--- src/rtl/input_debouncer_pkg.sv ---
// Shared definitions for the input debouncer: per-channel FSM state
// encodings and default debounce timing constants.
package input_debouncer_pkg;

  // Gray-style encoding: a single bit flips on every legal transition.
  typedef enum logic [1:0] {
    IDLE0 = 2'b00,
    WAIT1 = 2'b01,
    IDLE1 = 2'b11,
    WAIT0 = 2'b10
  } db_state_t;

  localparam int DEF_DB_CYCLES = 4;
  localparam int DEF_CNT_W     = 3;

endpackage

--- src/rtl/input_debouncer_channel.sv ---
// One debounce channel: two-flop synchroniser feeding a four-state
// accept/reject FSM with a stability counter. Produces a clean level
// plus registered one-cycle rise/fall pulses aligned with the level change.
module debounce_channel
  import input_debouncer_pkg::*;
#(
  parameter int DB_CYCLES = DEF_DB_CYCLES,
  parameter int CNT_W     = DEF_CNT_W
) (
  input  logic CLK,
  input  logic reset,
  input  logic raw,
  output logic clean,
  output logic rise,
  output logic fall
);

  // Counter value on the last sample before a new level is accepted.
  // The first matching sample is taken in the IDLE state, so the count
  // stops at DB_CYCLES-1 and never wraps.
  localparam logic [CNT_W-1:0] CNT_LAST = CNT_W'(DB_CYCLES - 1);

  logic             s1;
  logic             s2;
  db_state_t        state;
  logic [CNT_W-1:0] cnt;

  // Two-flop synchroniser; only s2 is safe to use downstream.
  always_ff @(posedge CLK or posedge reset) begin
    if (reset) begin
      s1 <= 1'b0;
      s2 <= 1'b0;
    end else begin
      s1 <= raw;
      s2 <= s1;
    end
  end

  // Debounce FSM: any return to the old level restarts the count; pulses
  // default low so each one lasts exactly one cycle.
  always_ff @(posedge CLK or posedge reset) begin
    if (reset) begin
      state <= IDLE0;
      cnt   <= '0;
      clean <= 1'b0;
      rise  <= 1'b0;
      fall  <= 1'b0;
    end else begin
      rise <= 1'b0;
      fall <= 1'b0;
      case (state)
        IDLE0: begin
          if (s2) begin
            state <= WAIT1;
            cnt   <= CNT_W'(1);
          end else begin
            cnt <= '0;
          end
        end
        WAIT1: begin
          if (!s2) begin
            state <= IDLE0;
            cnt   <= '0;
          end else if (cnt == CNT_LAST) begin
            state <= IDLE1;
            clean <= 1'b1;
            rise  <= 1'b1;
            cnt   <= '0;
          end else begin
            cnt <= cnt + CNT_W'(1);
          end
        end
        IDLE1: begin
          if (!s2) begin
            state <= WAIT0;
            cnt   <= CNT_W'(1);
          end else begin
            cnt <= '0;
          end
        end
        WAIT0: begin
          if (s2) begin
            state <= IDLE1;
            cnt   <= '0;
          end else if (cnt == CNT_LAST) begin
            state <= IDLE0;
            clean <= 1'b0;
            fall  <= 1'b1;
            cnt   <= '0;
          end else begin
            cnt <= cnt + CNT_W'(1);
          end
        end
        default: begin
          state <= IDLE0;
          cnt   <= '0;
        end
      endcase
    end
  end

endmodule

--- src/rtl/input_debouncer.sv ---
// Input conditioning front end: N_CH independent debounce channels that
// turn raw pushbutton/switch lines into clean levels and edge pulses.
module input_debouncer
  import input_debouncer_pkg::*;
#(
  parameter int N_CH      = 2,
  parameter int DB_CYCLES = DEF_DB_CYCLES,
  parameter int CNT_W     = DEF_CNT_W
) (
  input  logic            CLK,
  input  logic            reset,
  input  logic [N_CH-1:0] raw_in,
  output logic [N_CH-1:0] clean_out,
  output logic [N_CH-1:0] rise_pulse,
  output logic [N_CH-1:0] fall_pulse
);

  // One identical channel per input bit; no interaction between channels.
  for (genvar i = 0; i < N_CH; i++) begin : g_ch
    debounce_channel #(
      .DB_CYCLES (DB_CYCLES),
      .CNT_W     (CNT_W)
    ) u_ch (
      .CLK   (CLK),
      .reset (reset),
      .raw   (raw_in[i]),
      .clean (clean_out[i]),
      .rise  (rise_pulse[i]),
      .fall  (fall_pulse[i])
    );
  end

endmodule

--- config.mk ---
export PLATFORM = sky130hd
export DESIGN_NAME = input_debouncer
export DESIGN_NICKNAME = d
export VERILOG_FILES = /design/src/rtl/input_debouncer_pkg.sv /design/src/rtl/input_debouncer_channel.sv /design/src/rtl/input_debouncer.sv
export SDC_FILE = /design/constraint.sdc
export NUM_CORES = 1
export LEC_CHECK = 0
export BUFFER_PORTS_ARGS = -buffer_cell sky130_fd_sc_hd__clkbuf_2
export CAP_MARGIN = 40
export CORE_MARGIN = 2
export CORE_UTILIZATION = 50
export DETAILED_ROUTE_END_ITERATION = 16
export GPL_TIMING_DRIVEN = 0
export PLACE_DENSITY = 0.67
export SYNTH_ARGS = -nofsm -noshare
export SYNTH_HDL_FRONTEND = slang
export SYNTH_SLANG_ARGS = --single-unit
--- constraint.sdc ---
create_clock -name CLK -period 1.8 [get_ports CLK]
set_input_delay 0.09 -clock CLK [delete_from_list [all_inputs] [get_ports CLK]]
set_output_delay 0.09 -clock CLK [all_outputs]
set_load 0.02 [all_outputs]
==> results of run 1 <==
==> worst max-delay path, stage by stage, from the launching register on <==
cell and delay (ns):
dfrtp_1 0.42, inv_1 0.10, ha_1 0.34, a2111oi_2 0.34, a21oi_1 0.09, o21ai_0 0.17
==> power by group through the flow <==
stage	clock [mW]	sequential [mW]	combinational, mW
after floorplan	0	0.587	0.576
after detailed placement	0	0.601	0.698
final	0.246	0.592	0.708
after CTS	0.259	0.593	0.709
after global placement	0	0.596	0.678
after global routing	0.277	0.607	0.816
==> routing by layer <==
metal  up-vias  part of all wire [%]  track usage, %
met5         -                     0               0
met2        22                    47           25.32
li1        383                     -               -
met1       370                    46           19.13
met4         0                  0.96           5.702
met3         2                   5.8           5.848
==> Yosys cell counts, drive strengths merged <==
cell type / number
and3b: 3
o41ai: 1
o22a: 1
a31oi: 2
o31ai: 2
o22ai: 1
buf: 8
or3: 1
a21o: 1
inv: 10
and2: 1
nor2: 4
a211oi: 1
and3: 1
nand2: 5
a2111oi: 1
a21oi: 11
o21ai: 6
ha: 12
nand2b: 4
dfrtp: 20
mux2i: 3
nor3: 1
nand3b: 1
nor2b: 4
==> repair_timing <==
| action | 4_1_cts | 5_1_grt |
|---|---|---|
| endpoints found under the hold margin | 22 | 0 |
| setup buffers | 0 | 0 |
| gates resized for setup | 0 | 0 |
| hold buffers | 3 | 0 |
==> flip-flops by register name, indices dropped and copies added, names as in the netlist <==
register / flops
g_ch.u_ch.s1: 2
g_ch.u_ch.s2: 2
g_ch.u_ch.rise: 2
g_ch.u_ch.fall: 2
g_ch.u_ch.cnt: 6
g_ch.u_ch.clean: 2
g_ch.u_ch.state: 4
==> area by class of cell <==
class | instances | area, µm² | share of cell area, %
flip-flops and latches | 20 | 500.5 | 39.60
well taps | 28 | 35.03 | 2.772
clock buffers | 4 | 36.28 | 2.871
repair buffers | 12 | 75.07 | 5.941
inverters | 10 | 37.54 | 2.970
plain buffers | 8 | 61.31 | 4.851
multi-input cells | 67 | 518.0 | 40.99
==> cell families (layout without fill, tap and decap cells) <==
logic type / after synthesis / count (layout) / share of synthesized area (%)
AO/OA/AOI/OAI: 27 / 27 / 16.01
adder cells (fa/ha/maj): 12 / 12 / 13.44
buffers and inverters: 18 / 34 / 8.846
flip-flops: 20 / 20 / 44.79
multiplexers: 3 / 3 / 2.688
AND/OR/NAND/NOR: 25 / 25 / 14.22
==> stage by stage <==
| step | utilization (%) | cell area [µm²] | hold WS [ns] | worst slack, ns |
|---|---|---|---|---|
| after floorplan | - | 1117 | 0.05383 | 0.4519 |
| after global placement | 55.19 | 1197 | 0.2007 | 0.3289 |
| after detailed placement | 55.19 | 1197 | 0.2009 | 0.2840 |
| after CTS | 58.25 | 1264 | 0.3654 | 0.2552 |
| after global routing | 58.25 | 1264 | 0.3659 | 0.03975 |
| final | 58.25 | 1264 | 0.3613 | 0.2670 |
==> how the worst min path moves through the flow <==
stage / slack [ns] / depth (start not counted) / endpoint
2_1_floorplan: 0.05 / 1 / g_ch[0].u_ch.clean
3_3_place_gp: 0.20 / 1 / g_ch[0].u_ch.s1
3_5_place_dp: 0.20 / 1 / g_ch[1].u_ch.s1
4_1_cts: 0.37 / 0 / g_ch[1].u_ch.s2
5_1_grt: 0.37 / 0 / g_ch[1].u_ch.s2
6_report: 0.36 / 0 / g_ch[1].u_ch.s2
==> flow_summary.toml, run 1 <==
[synth]
yosys_warnings = 0
syn_inst = 105
synth_top_area_share_pct = 44.79
ys_seq_area_share_pct = 44.79
syn_area_um2 = 1117
avgSynthCellArea_um2 = 10.64
yosys_register_bits = 20
yosysUniqueCellTypes = 29
ys_top_cells_by_area = "dfrtp_1 45%, ha_1 13%, a21oi_1 4.9%, buf_4 4.0%, inv_1 3.4%"
netlist.top_cell.by_area = "dfrtp_1"
synthesis.nets = 121

[die]
die_x_um = 51.27
start_util_pct = 51.50
coreArea_um2 = 2170
core.rowCount = 17
die_area_um2 = 2629
ios = 10
dieHeight_um = 51.27

[routing]
wire_per_inst_um = 11.15
vias = 777
ant_nets = 0
routed_wl_mm = 1.662
drt_iter0_markers = 14
drcViolationCount = 0
drtPass1Iterations = 4
via_per_inst = 5.215

[status]
status = "complete, no violations"

[pwr]
power.total_mw = 1.546
ir_drop_uv = 755.4
comb_power_share_pct = 45.8
swShare_pct = 37.51
pwr-share-clk_pct = 15.9
power-per-cell-area_nw_per_um2 = 1224
leakagePower_nw = 0.6278
power.internal_mw = 0.9663
pwr-share-seq_pct = 38.3
power_switching_mw = 0.5801

[critical_path]
rrSetupSlack_ns = 0.27
criticalPathCategory = "flip-flop to flip-flop"
cp.required_ns = 2.01
worstSetupStartpointType = "flip-flop"
r2r-start = "g_ch[1].u_ch.state[1]"
rr_worst_depth = 5
r2r-end = "g_ch[1].u_ch.state[0]"
critPathMaxFanout = 5
critPathCaptureType = "flip-flop"
crit_path_end = "g_ch[1].u_ch.state[0]"
cp-startpoint = "g_ch[1].u_ch.state[1]"
crit_arrival_ns = 1.74

[cts]
h-tree-depth = 1
ctsLongestPathBuffers = 2
clk_latency_ns = 0.29
cts-root-buf = "clkbuf_4"
numClockSinks = 20
cts-buffers-inserted = 3
cts.clk_slew.worst_paths_ns = 0.10
cts_tree = "yes"

[sta]
finalSetupTns_ns = 0
fin_worst_skew_ns = 0.003350
fmax_ghz = 0.6523
drv_slew = 0
slew_headroom_pct = 53.28
finalCritPeriodShare_pct = 85.17
worstMarginPinSlew_ns = 0.7000
hold_viol_final = 0
rsz0062_at_grt = "no"
setup_viol = 0
fin_crit_ns = 1.533

[finish]
final_cell_mix = "20 x dfrtp_1, 12 x ha_1, 11 x a21oi_1"
drive_above_1_share_pct = 22.31
syn_to_final_growth_pct = 13.10
final_nets = 138
fillers = 193
diodes = 0
final_cells = 149
layout_commonest_cell = "dfrtp_1"

[worst_hold_path]
holdCritPathClass = "flip-flop to flip-flop"
min_from = "g_ch[1].u_ch.s1"

[place]
portBuffers = 9
dp.cells = 142
place_congestion = 0.7527
hpwl_mm = 1.240

[global_routing]
grt_pass1_wl_mm = 3.056
antenna_found_initial = 0
grt_usage_pct = 15.67
overflow = 0
grt_start_max_net_pins = 21
first_global_vias = 721

[flow_run]
drv_cap = 0
Note: power is estimated with default switching activity, not from simulation.
==> run 2: changes to the inputs <==
BUFFER_PORTS_ARGS = not set   (was -buffer_cell sky130_fd_sc_hd__clkbuf_2)
DONT_BUFFER_PORTS = 1   (was not set)
PLACE_DENSITY = 0.63   (was 0.67)
clock period = 1.55 ns   (was 1.8 ns; I/O delays follow)
==> flow_summary.toml, run 2 (synthesis gave the netlist of run 1 again) <==
[routing]
drtPass1Iterations = 4
vias = 737
drcViolationCount = 0
via_per_inst = 5.154
routed_wl_mm = 1.778
ant_nets = 0
drt_iter0_markers = 8
wire_per_inst_um = 12.43

[cts]
cts-buffers-inserted = 3
cts.clk_slew.worst_paths_ns = 0.11
clk_latency_ns = 0.29
cts_tree = "yes"
h-tree-depth = 1
numClockSinks = 20
cts-root-buf = "clkbuf_4"
ctsLongestPathBuffers = 2

[place]
portBuffers = 0
hpwl_mm = 1.191
place_ws_ns = 0.04548
place_congestion = 0.7656

[finish]
final_cell_mix = "20 x dfrtp_1, 11 x a21oi_1, 10 x inv_1, 10 x ha_1, 10 x buf_4"
top_register = "g_ch.u_ch.cnt"
reg_top3 = "g_ch.u_ch.cnt: 6 flops, g_ch.u_ch.state: 4 flops"
final_nets = 133
syn_to_final_growth_pct = 12.54
layout_commonest_cell = "dfrtp_1"
fin_util_pct = 57.96
diodes = 0
drive_above_1_share_pct = 20.87
largest_register_ffs = 6

[sta]
fmax_ghz = 0.6954
setup_ws_ns = 0.1120
setup_viol = 0
finalSetupTns_ns = 0
fin_crit_ns = 1.438
rsz0062_at_grt = "no"
finalCritPeriodShare_pct = 92.77
drv_slew = 0
slew_headroom_pct = 51.66
worstMarginPinSlew_ns = 0.7243
hold_viol_final = 0
fin_worst_skew_ns = 0.01227

[pwr]
power-per-cell-area_nw_per_um2 = 1473
ir_drop_uv = 945.1
leakagePower_nw = 0.6067

[critical_path]
critPathMaxFanout = 4
worstSetupStartpointType = "flip-flop"
cp.required_ns = 1.72
rr_worst_depth = 5
critPathCaptureType = "flip-flop"
criticalPathCategory = "flip-flop to flip-flop"
crit_arrival_ns = 1.61

[status]
status = "complete, no violations"

[global_routing]
grt_start_max_net_pins = 21
antenna_found_initial = 0
first_global_vias = 666
overflow = 0
grt_pass1_wl_mm = 2.842
grt_usage_pct = 14.94

[die]
die_x_um = 51.27
start_util_pct = 51.50
ios = 10
coreArea_um2 = 2170
dieHeight_um = 51.27
die_area_um2 = 2629
core.rowCount = 17

[flow_run]
drv_cap = 0

[worst_hold_path]
holdCritPathClass = "primary input to asynchronous set/reset pin"
[run 2: timing repair]
| item | in CTS | in global routing |
|---|---|---|
| resized for setup | 0 | 4 |
| endpoints found under the setup margin | 1 | 2 |
| hold buffers | 3 | 0 |
| buffers inserted | 1 | 3 |
| hold endpoints to repair | 22 | 0 |
[run 2: metal layers]
layer / GRT usage (%) / wire (µm) / vias to the layer above
met5: 0 / 0 / -
met4: 3.947 / 13 / 0
met3: 6.140 / 56 / 2
met2: 25.97 / 839 / 10
met1: 16.92 / 868 / 349
li1: - / - / 376
[run 2: final timing paths]
path                                          to  slack [ns]                  start
max                           g_ch[0].u_ch.clean        0.11  g_ch[0].u_ch.state[0]
min                        g_ch[0].u_ch.state[1]        0.33                  reset
max reg2reg                   g_ch[0].u_ch.clean        0.11  g_ch[0].u_ch.state[0]
min reg2reg                      g_ch[1].u_ch.s2        0.36        g_ch[1].u_ch.s1
max in group asynchronous      g_ch[0].u_ch.rise        0.75                  reset
min in group CLK                 g_ch[0].u_ch.s1        0.34              raw_in[0]
[run 2: final cells by class]
cell class / instances / area [µm²]
fillers: 192 / 912.1
flip-flops and latches: 20 / 500.5
clock buffers: 3 / 22.52
plain buffers: 8 / 61.31
inverters: 10 / 37.54
multi-input cells: 67 / 540.5
repair buffers: 7 / 60.06
well taps: 28 / 35.03
[run 2: where the power goes]
| part | leakage, nW | switching (mW) | internal (mW) |
|---|---|---|---|
| sequential | 0.249 | 0.0542 | 0.616 |
| clock | 0.0138 | 0.141 | 0.0903 |
| combinational | 0.344 | 0.518 | 0.433 |
| total | 0.607 | 0.713 | 1.14 |
[run 2: worst max-delay path, stage by stage, from the launching register on]
cell	delay (ns)
dfrtp_1	0.39
inv_1	0.12
ha_4	0.30
inv_1	0.06
o41ai_2	0.34
a21oi_1	0.11
[run 2: stage by stage]
step	area, µm²	hold slack [ns]	power (mW)	cells
finish	1257	0.3344	1.852	143
global route	1257	0.2994	2.036	143
CTS	1212	0.3195	1.761	140
floorplan	1117	0.04133	1.351	105
global placement	1152	0.1090	1.475	133
detailed placement	1152	0.1090	1.498	133
